<file path="src/rtl/regfile_pkg.sv">
// Shared constants and types for the register-file writeback path.
package regfile_pkg;

  localparam int unsigned DATA_W   = 32;
  localparam int unsigned ADDR_W   = 5;
  localparam int unsigned NREG     = 32;

  // Architectural zero register: never written, never tracked as busy.
  localparam int unsigned REG_ZERO = 0;

  typedef enum logic {
    SRC_A = 1'b0,
    SRC_B = 1'b1
  } wb_src_t;

endpackage

</file>
<file path="src/rtl/regfile_wb_arbiter_rr_arb2.sv">
// Two-way round-robin arbiter; bit 0 = source A, bit 1 = source B.
module rr_arb2
  import regfile_pkg::*;
#(
  parameter bit FIXED_PRIO = 1'b0
) (
  input  logic       clk,
  input  logic       rst,
  input  logic [1:0] req,
  output logic [1:0] gnt
);

  wb_src_t last_grant;

  // Grant selection; nothing is granted while reset is held.
  always_comb begin
    gnt = 2'b00;
    if (rst) begin
      case (req)
        2'b01:   gnt = 2'b01;
        2'b10:   gnt = 2'b10;
        2'b11: begin
          if (FIXED_PRIO || (last_grant == SRC_B)) gnt = 2'b01;
          else                                     gnt = 2'b10;
        end
        default: gnt = 2'b00;
      endcase
    end
  end

  // Remember the winner of the last transfer; reset favours A next.
  always_ff @(posedge clk or negedge rst) begin
    if (!rst) begin
      last_grant <= SRC_B;
    end else if (gnt[0]) begin
      last_grant <= SRC_A;
    end else if (gnt[1]) begin
      last_grant <= SRC_B;
    end
  end

endmodule

</file>
<file path="src/rtl/regfile_wb_arbiter.sv">
// Shares the regfile write port between ALU (A) and load (B) writeback,
// and tracks pending destination registers for decode hazard checks.
module regfile_wb_arbiter #(
  parameter int unsigned DATA_W     = regfile_pkg::DATA_W,
  parameter int unsigned ADDR_W     = regfile_pkg::ADDR_W,
  parameter int unsigned NREG       = regfile_pkg::NREG,
  parameter int unsigned FIXED_PRIO = 0
) (
  input  logic              clk,
  input  logic              rst,
  input  logic              a_valid,
  output logic              a_ready,
  input  logic [ADDR_W-1:0] a_rd,
  input  logic [DATA_W-1:0] a_data,
  input  logic              b_valid,
  output logic              b_ready,
  input  logic [ADDR_W-1:0] b_rd,
  input  logic [DATA_W-1:0] b_data,
  input  logic              issue_valid,
  input  logic [ADDR_W-1:0] issue_rd,
  output logic              rf_write,
  output logic [ADDR_W-1:0] rf_rd,
  output logic [DATA_W-1:0] rf_data,
  output logic [NREG-1:0]   busy_mask,
  output logic              issue_hazard
);

  import regfile_pkg::*;

  localparam logic [ADDR_W-1:0] RD_ZERO = ADDR_W'(REG_ZERO);

  logic [1:0]        gnt;
  logic              xfer;
  logic [ADDR_W-1:0] sel_rd;
  logic [DATA_W-1:0] sel_data;
  logic              sel_wr;
  logic [NREG-1:0]   set_vec;
  logic [NREG-1:0]   clr_vec;
  logic [NREG-1:0]   busy_next;

  rr_arb2 #(
    .FIXED_PRIO (FIXED_PRIO != 0)
  ) u_arb (
    .clk (clk),
    .rst (rst),
    .req ({b_valid, a_valid}),
    .gnt (gnt)
  );

  assign a_ready = gnt[0];
  assign b_ready = gnt[1];
  assign xfer    = |gnt;

  // Steer the granted source's payload; accepted r0 writes are dropped.
  always_comb begin
    sel_rd   = a_rd;
    sel_data = a_data;
    if (gnt[1]) begin
      sel_rd   = b_rd;
      sel_data = b_data;
    end
    sel_wr = xfer && (sel_rd != RD_ZERO);
  end

  // Scoreboard update: retire on acceptance, newer issue overrides retire.
  always_comb begin
    set_vec = '0;
    clr_vec = '0;
    if (sel_wr) begin
      clr_vec[sel_rd] = 1'b1;
    end
    if (issue_valid && (issue_rd != RD_ZERO)) begin
      set_vec[issue_rd] = 1'b1;
    end
    busy_next    = (busy_mask & ~clr_vec) | set_vec;
    busy_next[0] = 1'b0;
  end

  // Hazard is judged on the registered mask only.
  assign issue_hazard = issue_valid && busy_mask[issue_rd];

  // Registered write port; address/data hold when no write occurs.
  always_ff @(posedge clk or negedge rst) begin
    if (!rst) begin
      rf_write <= 1'b0;
      rf_rd    <= '0;
      rf_data  <= '0;
    end else begin
      rf_write <= sel_wr;
      if (sel_wr) begin
        rf_rd   <= sel_rd;
        rf_data <= sel_data;
      end
    end
  end

  // Pending-write scoreboard register.
  always_ff @(posedge clk or negedge rst) begin
    if (!rst) begin
      busy_mask <= '0;
    end else begin
      busy_mask <= busy_next;
    end
  end

endmodule

</file>
<file path="config.mk">
export PLATFORM = sky130hd
export DESIGN_NAME = regfile_wb_arbiter
export DESIGN_NICKNAME = d
export VERILOG_FILES = /design/src/rtl/regfile_pkg.sv /design/src/rtl/regfile_wb_arbiter_rr_arb2.sv /design/src/rtl/regfile_wb_arbiter.sv
export SDC_FILE = /design/constraint.sdc
export NUM_CORES = 1
export LEC_CHECK = 0
export ABC_AREA = 1
export CORE_UTILIZATION = 33
export DETAILED_ROUTE_END_ITERATION = 6
export PLACE_DENSITY = 0.65
export SKIP_CTS_REPAIR_TIMING = 1
export SYNTH_ARGS = -nofsm -noshare
export SYNTH_HDL_FRONTEND = slang
export SYNTH_SLANG_ARGS = --single-unit
</file>
<file path="constraint.sdc">
create_clock -name clk -period 1.91 [get_ports clk]
set_input_delay 0.382 -clock clk [delete_from_list [all_inputs] [get_ports clk]]
set_output_delay 0.382 -clock clk [all_outputs]
set_load 0.01 [all_outputs]
</file>
==> results list <==
- Outcome: complete, but fails checks
- The checks that failed: negative setup slack.
- Fmax: 513 MHz
* Number of storage elements in the synthesis netlist: 70
* Distinct cells, synth: 27
- Global-route wire length before repair: 18.6 mm
- Biggest area consumer among synthesized cells: dfrtp_1
- Cell internal pwr: 0.00364 W
- Data on the critical path is required at its endpoint by 1.53 ns.
* Final hold slack: 0.159 ns
* Detail-routed via count per cell: between 4 and 5
- In this run, the combinational gates consume a little over a third of the power.
- For the worst-skew pair, the clock arrives at the later sink with an insertion delay of 0.35 ns.
* Full die area: 0.0115 mm^2
- Data arrival at the endpoint of the critical path: 1.57 ns
* Sequential share of power: 38.8%
- Worst slack after detailed placement: -0.826 ns
- Power comes to between 0.005 and 0.006 W.
- The number of clock buffers added by TritonCTS is 9.
- Final antenna-violating net count: 0
* RSZ-0062 raised after global routing: yes
- The routed layout has 3,859 vias.
* Post-synthesis sequential area ratio: 48.1%
- At the pin with the least slew margin, the transition time is 0.524 ns.
- Total number of clock tree sinks: 70
- Maximum fanout count along the critical path: 9
* Final weighted congestion in routability-driven placement: between 0.9 and 1
* Placed cell area: 0.00574 mm^2
- Maximum number of pins on one net before global-route repair: 40
- From synthesis to final layout, the design area changed by 67.3%.
- Starting density of the core: 34.6%
- Die span in x: about 110 um
- For this design the ratio of total power to cell area is between 800 and 900 mW/mm^2.
- Yosys top cell area share: ~47%
- The number of antenna violations at the first check in global routing is 0.
* Max cap viols: 0
- The final hold violation count came to 0.
- Buffer depth of the longest clock path: 2
* GR Overflow Total: 0
- Buffers placed on the I/O ports in this run total 155.
* Final worst path period need: 1.95 ns
- The cell count after synthesis came out at 430.
* Net switching share of the total power: 31.4%
* Fraction of layout instances using a drive strength above 1: 21.5%
* Net switching power figure: 0.00166 W
- 157 I/O pins were placed.
* Clock tree from TritonCTS: yes
* Worst Setup Start Kind: input port
- Count of antenna diodes in the layout: 0
* Largest clock skew in the final design: about 0.0067 ns
- Reg2Reg Launch Point: u_arb.last_grant
- Post-synthesis cell area: 0.00364 mm^2
- The worst setup path is captured at a primary output.
- The first routing iteration left approximately 170 violations.
- The final layout contains routed wiring with a total length of 11.9 mm.
- Setup violations remaining at the end of the flow were counted as 1.
- Clock tree synthesis selected as its root buffer the cell clkbuf_8.
- The number of nets in the synthesized netlist is 514.
- Total core area: 0.0105 mm^2
- Final nets: between 700 and 800
- Summed over all cells, the static leakage comes to 2.96 nW.
* Worst path setup slack after routing: -0.0401 ns
- Dividing the detail-routed wire length by the instance count gives 14.9 um.
- Gr usage total: 20.9%
- Synth Area per Inst: 8.47 um^2
* Number of warnings issued by yosys: 0
- Vias in the first global route: 3,793
- Of the total power, the clock network draws 26.0%.
* Worst VDD drop: 0.532 mV
* Detailed-placement wirelength estimate: 8.95 mm
* Max H-tree Level: 3
- The number of pins exceeding their max-slew limit in the final report came to 0.
- The library cell used most frequently in the layout, excluding fill and tap cells, is clkdlybuf4s50_1.
* Relative slew slack: between 60% and 70%
- Largest cells by area after synthesis: dfrtp_1 47%, nand2_1 13%, mux2i_1 8.8%
- Final period util: 102%
- In this run the worst setup path begins at issue_rd[0].
- Class of the tightest hold or removal check: in2async
* Setup TNS: -0.0401 ns
* Post-route standard cell area excluding fillers: just over 0.006 mm^2
- Most frequent cells in the layout: 145 x clkdlybuf4s50_1, 127 x nand2_1, 69 x dfrtp_1, 69 x buf_4, 47 x o21ai_0
- DRT Pass-1 Iters: 4
- Vertical die dimension: 107 um
- Number of rows created at floorplan: 37
- Number of remaining DRC errors: 0
* WS Path Type: in2out
- After clock tree synthesis, the clock-pin slew on the worst setup and hold paths is 0.08 ns.
[power by group through the flow]
| stage | sequential (W) | combinational, W | clock, W |
|---|---|---|---|
| 3_3_place_gp | 0.00208 | 0.00182 | 0 |
| 3_5_place_dp | 0.00208 | 0.00184 | 0 |
| 5_1_grt | 0.00210 | 0.00203 | 0.00148 |
| 4_1_cts | 0.00205 | 0.00185 | 0.00142 |
| 2_1_floorplan | 0.00218 | 0.000547 | 0 |
| 6_report | 0.00206 | 0.00187 | 0.00138 |
[path summary, 6_finish.rpt]
path	end	slack [ns]	depth (start not counted)
setup reg to reg	rf_data[7]	0.13	11
min in group clk	rf_rd[0]	0.49	2
setup / recovery	issue_hazard	-0.04	11
hold / removal	busy_mask[10]	0.16	2
max in group asynchronous	rf_data[31]	1.36	2
hold reg to reg	rf_rd[0]	0.49	2
[kinds of logic (layout without fill, tap and decap cells)]
| logic type | after synthesis | count (layout) | share of synthesized area, % |
|---|---|---|---|
| flip-flops | 70 | 70 | 48.1 |
| multiplexers | 32 | 32 | 8.80 |
| AO/OA/AOI/OAI | 88 | 88 | 13.3 |
| buffers and inverters | 47 | 276 | 6.77 |
| AND/OR/NAND/NOR | 192 | 193 | 22.9 |
| other | 1 | 1 | 0.103 |
[registers in the layout, indices dropped and copies added (netlist names)]
| register | cells |
|---|---|
| rf_data | 32 |
| rf_write | 1 |
| u_arb.last_grant | 1 |
| busy_mask | 31 |
| rf_rd | 5 |
[layout make-up]
cell class	instances	area, um^2
clock buffer	10	138
timing repair inverter	1	7.51
inverter	32	124
sequential	70	1750
multi-input combinational	314	1690
fill	927	4420
clock inverter	6	92.6
tap	136	170
timing repair buffer	227	2120
[routing by layer]
metal  routed length, um  track usage (%)  vias up  share of wire (%)
met2                5500             35.6      173                 46
li1                    -                -     1875                  -
met3                 896             3.28       20                7.5
met5                   0                0        -                  0
met4                 227             8.02        0                1.9
met1                5250             26.6     1791                 44
[critical path, stage by stage]
cell and delay [ns]:
clkbuf_2 0.15, inv_1 0.07, nor2_1 0.09, buf_4 0.18
nand2_1 0.08, nand4_1 0.08, nand2_1 0.06, nand2_1 0.07
nor2_1 0.04, a21oi_1 0.19, clkbuf_2 0.17
[per-stage QoR]
stage,instances,util [%]
after floorplan,430,-
after global placement,770,54.6
after detailed placement,770,54.6
after CTS,786,56.8
after global routing,796,58.0
final,796,58.0
[cells in the mapped netlist (all sizes together)]
cell	number
a21oi	3
o21ai	83
nor2	11
dfstp	1
nand4	5
nand3b	2
nand2	147
nand3	19
dfrtp	69
inv	31
clkbuf	1
conb	1
o31ai	1
a211oi	1
buf	14
clkinv	1
mux2i	32
nor3	8
No activity file was read; power rests on OpenSTA's default activity.
